## src/rtl/nmt_pkg.sv

```systemverilog
// Shared widths and storage types for the thread-context bank.
package nmt_pkg;

    localparam int NMT_NUM_FIELDS = 15;
    localparam int NMT_DATA_W     = 32;
    localparam int NMT_ADDR_W     = 32;

    typedef logic [NMT_NUM_FIELDS-1:0][NMT_DATA_W-1:0] nmt_fields_t;

    typedef struct packed {
        logic                  valid;
        logic [NMT_ADDR_W-1:0] tag;
        nmt_fields_t           fields;
    } nmt_entry_t;

endpackage

```

## src/rtl/nmt_ctx_alloc.sv

```systemverilog
// Combinational tag lookup for NUM_Q addresses plus lowest-free-slot pick.
// Slots released this cycle by lookups flagged in rel_en count as free.
module nmt_ctx_alloc
    import nmt_pkg::*;
#(
    parameter int NUM_CTX = 4,
    parameter int ADDR_W  = NMT_ADDR_W,
    parameter int NUM_Q   = 3,
    localparam int IDX_W  = (NUM_CTX > 1) ? $clog2(NUM_CTX) : 1
) (
    input  logic [NUM_CTX-1:0]             valid,
    input  logic [NUM_CTX-1:0][ADDR_W-1:0] tags,
    input  logic [NUM_Q-1:0][ADDR_W-1:0]   addr,
    input  logic [NUM_Q-1:0]               rel_en,
    output logic [NUM_Q-1:0]               hit,
    output logic [NUM_Q-1:0][IDX_W-1:0]    match_idx,
    output logic [IDX_W-1:0]               free_idx,
    output logic                           free_ok
);

    logic [NUM_Q-1:0][NUM_CTX-1:0] mvec;
    logic [NUM_CTX-1:0]            avail;

    for (genvar q = 0; q < NUM_Q; q++) begin : g_q
        for (genvar i = 0; i < NUM_CTX; i++) begin : g_i
            assign mvec[q][i] = valid[i] && (tags[i] == addr[q]);
        end
    end

    // Tags are unique, so at most one bit per lookup is set.
    always_comb begin
        hit       = '0;
        match_idx = '0;
        for (int q = 0; q < NUM_Q; q++) begin
            for (int i = 0; i < NUM_CTX; i++) begin
                if (mvec[q][i]) begin
                    hit[q]       = 1'b1;
                    match_idx[q] = IDX_W'(i);
                end
            end
        end
    end

    always_comb begin
        avail = ~valid;
        for (int q = 0; q < NUM_Q; q++) begin
            if (rel_en[q]) avail = avail | mvec[q];
        end
    end

    always_comb begin
        free_ok  = |avail;
        free_idx = '0;
        for (int i = NUM_CTX - 1; i >= 0; i--) begin
            if (avail[i]) free_idx = IDX_W'(i);
        end
    end

endmodule

```

## src/rtl/nmt_context_bank.sv

```systemverilog
// Save/restore bank of pipeline-register contexts keyed by thread tag.
// Restores read pre-edge contents and consume the entry.
module nmt_context_bank
    import nmt_pkg::*;
#(
    parameter int NUM_CTX    = 4,
    parameter int NUM_FIELDS = NMT_NUM_FIELDS,
    parameter int DATA_W     = NMT_DATA_W,
    parameter int ADDR_W     = NMT_ADDR_W,
    localparam int OCC_W     = $clog2(NUM_CTX + 1)
) (
    input  logic                                clk,
    input  logic                                rst,
    input  logic                                ctx_switch,
    input  logic [ADDR_W-1:0]                   save_addr,
    input  logic [ADDR_W-1:0]                   restore_addr,
    input  logic [NUM_FIELDS-1:0][DATA_W-1:0]   live_in,
    input  logic                                free_valid,
    input  logic [ADDR_W-1:0]                   free_addr,
    output logic [NUM_FIELDS-1:0][DATA_W-1:0]   ctx_out,
    output logic                                restore_valid,
    output logic                                restore_miss,
    output logic                                overflow,
    output logic [OCC_W-1:0]                    occupancy,
    output logic                                full
);

    localparam int IDX_W = (NUM_CTX > 1) ? $clog2(NUM_CTX) : 1;

    nmt_entry_t                     tbl [NUM_CTX];
    logic [NUM_CTX-1:0]             valid_vec, valid_nxt;
    logic [NUM_CTX-1:0][ADDR_W-1:0] tag_vec;
    logic [2:0][ADDR_W-1:0]         lk_addr;
    logic [2:0]                     lk_rel, hit;
    logic [2:0][IDX_W-1:0]          match_idx;
    logic [IDX_W-1:0]               free_idx, wr_idx;
    logic                           free_ok, save_blk, wr_en, ovf_nxt;
    logic [OCC_W-1:0]               occ_nxt;

    always_comb begin
        for (int i = 0; i < NUM_CTX; i++) begin
            valid_vec[i] = tbl[i].valid;
            tag_vec[i]   = tbl[i].tag;
        end
    end

    // Lookup 0 = save, 1 = restore, 2 = free; restore and free release slots.
    assign lk_addr = {free_addr, restore_addr, save_addr};
    assign lk_rel  = {free_valid, ctx_switch, 1'b0};

    nmt_ctx_alloc #(
        .NUM_CTX (NUM_CTX),
        .ADDR_W  (ADDR_W),
        .NUM_Q   (3)
    ) u_alloc (
        .valid     (valid_vec),
        .tags      (tag_vec),
        .addr      (lk_addr),
        .rel_en    (lk_rel),
        .hit       (hit),
        .match_idx (match_idx),
        .free_idx  (free_idx),
        .free_ok   (free_ok)
    );

    // Clears go first so a save may land in a slot released this cycle;
    // a free of the saved tag suppresses the save entirely.
    always_comb begin
        save_blk  = free_valid && (free_addr == save_addr);
        valid_nxt = valid_vec;
        wr_en     = 1'b0;
        wr_idx    = match_idx[0];
        ovf_nxt   = 1'b0;
        if (ctx_switch && hit[1]) valid_nxt[match_idx[1]] = 1'b0;
        if (free_valid && hit[2]) valid_nxt[match_idx[2]] = 1'b0;
        if (ctx_switch && !save_blk) begin
            if (hit[0]) begin
                wr_en = 1'b1;
            end else if (free_ok) begin
                wr_en  = 1'b1;
                wr_idx = free_idx;
            end else begin
                ovf_nxt = 1'b1;
            end
        end
        if (wr_en) valid_nxt[wr_idx] = 1'b1;
        occ_nxt = '0;
        for (int i = 0; i < NUM_CTX; i++) occ_nxt = occ_nxt + OCC_W'(valid_nxt[i]);
    end

    always_ff @(posedge clk or posedge rst) begin
        if (rst) begin
            for (int i = 0; i < NUM_CTX; i++) tbl[i].valid <= 1'b0;
        end else begin
            for (int i = 0; i < NUM_CTX; i++) begin
                tbl[i].valid <= valid_nxt[i];
                if (wr_en && wr_idx == IDX_W'(i)) begin
                    tbl[i].tag    <= save_addr;
                    tbl[i].fields <= live_in;
                end
            end
        end
    end

    always_ff @(posedge clk or posedge rst) begin
        if (rst) begin
            ctx_out       <= '0;
            restore_valid <= 1'b0;
            restore_miss  <= 1'b0;
            overflow      <= 1'b0;
            occupancy     <= '0;
        end else begin
            restore_valid <= ctx_switch && hit[1];
            restore_miss  <= ctx_switch && !hit[1];
            overflow      <= ovf_nxt;
            occupancy     <= occ_nxt;
            if (ctx_switch && hit[1]) ctx_out <= tbl[match_idx[1]].fields;
        end
    end

    assign full = (occupancy == OCC_W'(NUM_CTX));

endmodule

```

## config.mk

```make
export PLATFORM = sky130hd
export DESIGN_NAME = nmt_context_bank
export DESIGN_NICKNAME = d
export VERILOG_FILES = /design/src/rtl/nmt_pkg.sv /design/src/rtl/nmt_ctx_alloc.sv /design/src/rtl/nmt_context_bank.sv
export SDC_FILE = /design/constraint.sdc
export NUM_CORES = 2
export LEC_CHECK = 0
export BUFFER_PORTS_ARGS = -buffer_cell sky130_fd_sc_hd__buf_4
export CAP_MARGIN = 30
export CORE_ASPECT_RATIO = 0.7
export CORE_MARGIN = 2
export CORE_UTILIZATION = 50
export CTS_CLUSTER_DIAMETER = 150
export DETAILED_ROUTE_END_ITERATION = 6
export GPL_ROUTABILITY_DRIVEN = 0
export PLACE_DENSITY = 0.81
export SYNTH_ARGS = -nofsm -noshare
export SYNTH_HDL_FRONTEND = slang
export SYNTH_SLANG_ARGS = --single-unit
```

## constraint.sdc

```tcl
create_clock -name clk -period 111.1 [get_ports clk]
set_input_delay 11.11 -clock clk [delete_from_list [all_inputs] [get_ports clk]]
set_output_delay 11.11 -clock clk [all_outputs]
set_load 0.01 [all_outputs]
```

==> Yosys cells after proc, flatten, opt, wreduce, memory -nomap -nowiden <==
Cells that the tools add are included.
{ "totals": {"register_bits": 2538, "out_inout_bits": 487, "elab_cells": 204} }
{ "op_classes": {"n_addsub": 3, "order_cmp": 7, "eq_ne": 17, "muxes": 48, "n_bitwise": 10, "reduce_logical": 32} }
{ "ops": {"columns": ["operator", "count"], "rows": [
  ["$bmux 513 s2", 1],
  ["$mux 480", 2],
  ["$eq 32x32->1", 13],
  ["$mux 2", 13],
  ["$logic_and 1x1->1", 24],
  ["$mux 1", 24],
  ["$mux 4", 5],
  ["$not 4->4", 3],
  ["$or 4x4->4", 3],
  ["$lt 2x3->1 const B", 3],
  ["$and 4x4->4", 2],
  ["$reduce_and 2->1", 4],
  ["$demux 1 s2", 3],
  ["$ge 2x1->1 const B", 3],
  ["$eq 2x2->1 const B", 2],
  ["$reduce_or 4->1", 1],
  ["$add 2x1->3", 1],
  ["$add 3x1->3", 1],
  ["$eq 3x3->1 const B", 1],
  ["$ge 3x3->1 const B", 1],
  ["$not 2->3", 1],
  ["$add 1x1->2", 1],
  ["$eq 2x1->1 const B", 1],
  ["$logic_not 1->1", 2],
  ["2 further kinds", 2]
]} }

==> Depth between registers and ports, before layout <==
{ "depth": {"ltp_word": 22, "mapped_depth": 15} }

==> Cells and area by module <==
Synthesis repeated with hierarchy kept, for this count alone.
{ "unflattened": {"hier_cells": 5325, "area_unflattened_um2": 95943.3} }
{ "modules_own_cells": {"columns": ["mod", "n_inst", "cells_per_inst", "area_per_inst_um2"], "rows": [
  ["nmt_context_bank", 1, 4757, 91471.5],
  ["nmt_ctx_alloc", 1, 568, 4471.8]
]} }

==> Worst setup path after synthesis <==
Ideal clock, no wire load.
{ "synth_path": {"path_kind": "input port to flip-flop", "from": "input port free_addr[25]", "to": "register tbl, in the netlist tag_vec[64] (enable)", "arrival_time_ps": 63836, "slack_ps": 44502, "path_stages": 9, "path_buffers": 1, "cell_sequence": "clkbuf_1 -> xnor2_1 -> nand2_1 -> or4_1 -> nor4_1 -> a211oi_1 -> o311a_1 -> or2_1 -> o41ai_1"} }
{ "synth_via": {"elab_chain_cells": 14, "elab_cells_between_ends": 28} }
{ "synth_rtl": {"columns": ["item", "line_no", "source"], "rows": [
  ["start, declared", "nmt_context_bank.sv:19", "input logic [ADDR_W-1:0] free_addr,"],
  ["$eq 32x32->1", "nmt_ctx_alloc.sv:26", "assign mvec[q][i] = valid[i] && (tags[i] == addr[q]);"],
  ["$logic_and 1x1->1", "nmt_ctx_alloc.sv:26", null],
  ["$or 4x4->4", "nmt_ctx_alloc.sv:47", "if (rel_en[q]) avail = avail | mvec[q];"],
  ["$mux 4", "nmt_ctx_alloc.sv:47", null],
  ["$mux 2 (4 in series)", "nmt_ctx_alloc.sv:55", "if (avail[i]) free_idx = IDX_W'(i);"],
  ["$mux 2", "nmt_context_bank.sv:79", "end else if (free_ok) begin"],
  ["$mux 2", "nmt_context_bank.sv:77", "if (hit[0]) begin"],
  ["$mux 2", "nmt_context_bank.sv:76", "if (ctx_switch && !save_blk) begin"],
  ["$eq 2x2->1", "nmt_context_bank.sv:97", "if (wr_en && wr_idx == IDX_W'(i)) begin"],
  ["$logic_and 1x1->1 *", "nmt_context_bank.sv:97", null],
  ["$reduce_and 2->1 (no source line) *", null, null],
  ["end, declared", "nmt_context_bank.sv:30", "nmt_entry_t tbl [NUM_CTX];"]
]} }
Mark *: on every way between the ends. The rest lies on a longest branch, timed or not.
A chain may end at the register's enable or synchronous reset.

==> Worst setup path after layout <==
{ "layout_path": {"from": "input port free_addr[2]", "to": "register tbl[243] in the netlist's numbering (enable)"} }
Same word-level chain as after synthesis.

==> load_flow_metrics.sql <==
INSERT INTO impl_metrics (metric_group, metric, value, unit) VALUES
('outcome', 'status', 'finished with violations', ''),
('floorplanning', 'die_w', '532', 'µm'),
('pwr', 'switching_share', '21.5', '%'),
('final_layout', 'final_common_cell', 'edfxtp_1', ''),
('drt', 'drtIter0Drc', '8918', ''),
('worst_hold_path', 'min_delay_path_depth', '1', ''),
('critical_path', 'critPathRequiredTime', '111.56', 'ns'),
('timing', 'worst_slew_margin_rel', '-16.0', '%'),
('drt', 'vias_per_cell', '6.06', ''),
('outcome', 'failed_checks', 'DRC, slew limit', ''),
('clocking', 'cts.repair_timing.setup_buffer_count', '0', ''),
('floorplanning', 'ios', '1067', ''),
('pwr', 'power.density', '17.0', 'nW/µm²'),
('drt', 'detail_route.drc_violations', '379', ''),
('worst_hold_path', 'min-delay-path-class', 'reg2reg', ''),
('synthesis', 'post_synth_inst_count', '7050', ''),
('synthesis', 'yosys-mux-area-fraction', '0', '%'),
('drt', 'antenna_left', '0', ''),
('critical_path', 'critical_path_arrival', '17.59', 'ns'),
('pwr', 'static-leakage-power', '43.2', 'nW'),
('timing', 'unrepaired_setup_endpoints_after_global_routing', 'false', ''),
('clocking', 'worst_skew_pair.late_latency', '0.86', 'ns'),
('synthesis', 'synth.distinct_cells', '49', ''),
('timing', 'min_period', '17.14', 'ns'),
('floorplanning', 'fp.dieArea', '199000', 'µm²'),
('grt', 'globalRoute.totalOverflow', '0', ''),
('clocking', 'clock-sinks', '2538', ''),
('clocking', 'ctsHoldBuffers', '0', ''),
('worst_hold_path', 'whs_endpoint', 'ctx_out[389]', ''),
('synthesis', 'synth_xor_xnor_area_share', '3.60', '%'),
('pwr', 'seq_power_share', '55.6', '%'),
('timing', 'report.final.setup_viol', '0', ''),
('placed_design', 'io_buffers', '1066', ''),
('timing', 'tightestPinTransition', '1.74', 'ns'),
('final_layout', 'drive_above_1_share', '18.6', '%'),
('pwr', 'cellInternalPower', '0.00154', 'W'),
('timing', 'finalClockSkew', '0.0973', 'ns'),
('clocking', 'tritoncts', 'yes', ''),
('critical_path', 'worst-r2r-cell-count', '12', ''),
('synthesis', 'yosys_warnings', '0', ''),
('final_layout', 'stdcell_area', '116000', 'µm²'),
('clocking', 'clk_pin_slew', '0.06', 'ns'),
('timing', 'slew_violations', '93', ''),
('final_layout', 'area_growth_syn_to_layout', '18.4', '%'),
('timing', 'setup_tns', '0', 'ns'),
('drt', 'post_drt_wl_per_cell', '25.9', 'µm'),
('synthesis', 'synth.yosys.seq_area_share', '75.5', '%'),
('clocking', 'cts_root_buffer', 'clkbuf_16', ''),
('synthesis', 'synth_nets', '7633', ''),
('timing', 'final-hold-violation-count', '0', ''),
('grt', 'grt_start_max_net_pins', '215', ''),
('synthesis', 'async_flop_share', '19.3', '%'),
('drt', 'vias', '65381', ''),
('synthesis', 'synth_fa_ha_area_share', '0.0461', '%'),
('worst_hold_path', 'worst_hold_startpoint', 'ctx_out[389]', ''),
('drt', 'drt_wl_total', '279000', 'µm'),
('placed_design', 'postPlaceCellArea', '108000', 'µm²'),
('synthesis', 'simple_gate_portion_of_the_synthesized_area', '11.0', '%'),
('synthesis', 'synth_seq_cells', '2538', ''),
('clocking', 'cts_buffers', '224', ''),
('critical_path', 'top_fanout_value_on_the_critical_path', '58', ''),
('critical_path', 'worstReg2RegStart', 'tag_vec[98]', ''),
('grt', 'grt_util_overall', '27.1', '%'),
('placed_design', 'place_hpwl', '165000', 'µm'),
('final_layout', 'total_number_of_nets_in_the_final_design', '8536', ''),
('critical_path', 'start_kind', 'primary input', ''),
('floorplanning', 'floorplan.initialDensity', '50.4', '%'),
('drt', 'drt-pass1-iter-count', '7', ''),
('final_layout', 'layout_common_cells', 'edfxtp_1, nand2_1, buf_4, nand3_1, dfrtp_1', ''),
('timing', 'fin_crit_sh', '15.4', '%'),
('synthesis', 'combinational_family_with_the_most_area_after_synthesis', 'simple AND/OR/NAND/NOR gates', '');
## cell type report
cell class | count | area, µm²
Clock inverter | 88 | 943
Tap cell | 2603 | 3260
Inverter | 29 | 116
Antenna cell | 51 | 128
Clock buffer | 321 | 6320
Timing Repair Buffer | 1167 | 9170
Sequential cell | 2538 | 73800
Multi-Input combinational cell | 3993 | 21900
Fill cell | 13854 | 78200
## flip-flops by register name, indices dropped and copies added, names as in the netlist
signal         cells
ctx_out          480
occupancy          3
overflow           1
restore_miss       1
restore_valid      1
tag_vec          128
tbl             1924
## through the flow
stage / hold WS [ns] / cells / total power [W] / utilization [%] / setup WS (ns)
floorplan: 0.537 / 7050 / 0.00122 / - / 44.50
global placement: 0.488 / 10314 / 0.00120 / 55.6 / 93.40
detailed placement: 0.493 / 10321 / 0.00121 / 55.7 / 93.38
CTS: 0.511 / 10730 / 0.00197 / 59.5 / 94.27
global route: 0.518 / 10782 / 0.00202 / 59.7 / 93.92
finish: 0.504 / 10790 / 0.00196 / 59.7 / 93.96
## worst max-delay path, stage by stage
cell and delay [ns]:
buf_4 0.14, xor2_1 0.16, nor4_1 0.84, nand4_1 0.27, or4_1 0.61, a211oi_1 0.27, o311a_1 0.22, nor2_1 0.14
o31ai_4 0.68, buf_4 0.85, buf_4 0.84, buf_4 0.72, buf_4 0.65
## power groups by stage
stage	Clock (W)	Sequential, W	Combinational, W
6_report	0.000773	0.00109	0.0000989
5_1_grt	0.000818	0.00109	0.000106
4_1_cts	0.000780	0.00109	0.0000964
3_5_place_dp	0	0.00111	0.0000958
3_3_place_gp	0	0.00111	0.0000921
2_1_floorplan	0	0.00118	0.0000443
## metal layers
layer  part of all wire [%]  vias to the layer above  GRT usage [%]
met5                   0.20                        -           1.15
met4                    5.0                       50           12.6
met3                     12                      850           8.69
met2                     46                     4435           41.3
met1                     36                    32385           35.3
li1                       -                    27661              -
## kinds of logic after synthesis
logic type | count (synthesis)
adders and majority gates | 3
AOI/OAI and AO/OA | 999
xor gates and xnor gates | 401
and+or+nand+nor | 2590
buffers and inverters | 519
DFF | 2538
## worst max path at each step
stage	cells after the start	start	slack, ns	to
floorplan	9	free_addr[25]	44.50	tag_vec[64]
global placement	13	free_addr[2]	93.40	tbl[202]
detailed placement	13	free_addr[2]	93.38	tbl[178]
CTS	13	free_addr[2]	94.27	tbl[252]
global route	13	free_addr[2]	93.92	tbl[243]
finish	13	free_addr[2]	93.96	tbl[243]
## synthesized netlist by cell type (all sizes together) (2+ instances only)
| cell type | number | area [µm²] |
|---|---|---|
| a222oi | 2 | 20.0 |
| a22o | 480 | 4200 |
| o31ai | 5 | 42.5 |
| a21o | 2 | 15.0 |
| buf | 151 | 706 |
| o31a | 2 | 17.5 |
| ha | 2 | 25.0 |
| edfxtp | 2048 | 61500 |
| nor2 | 11 | 41.3 |
| a31oi | 481 | 3010 |
| nand2b | 4 | 25.0 |
| o221ai | 2 | 17.5 |
| clkbuf | 339 | 1270 |
| inv | 29 | 109 |
| nor4 | 67 | 425 |
| o21ai | 2 | 10.0 |
| a32o | 2 | 20.0 |
| o211ai | 3 | 22.5 |
| or4 | 7 | 52.6 |
| dfrtp | 490 | 12300 |
| nand4 | 46 | 288 |
| nand3 | 498 | 2490 |
| nor3b | 2 | 15.0 |
| o22ai | 2 | 12.5 |
| a32oi | 2 | 17.5 |
| and4 | 2 | 17.5 |
| or3 | 4 | 25.0 |
| a21oi | 6 | 30.0 |
| xnor2 | 155 | 1360 |
| xor2 | 246 | 2150 |
| nand2 | 1931 | 7250 |
| nor3 | 13 | 65.1 |
Note: power is estimated with default switching activity, not from simulation.
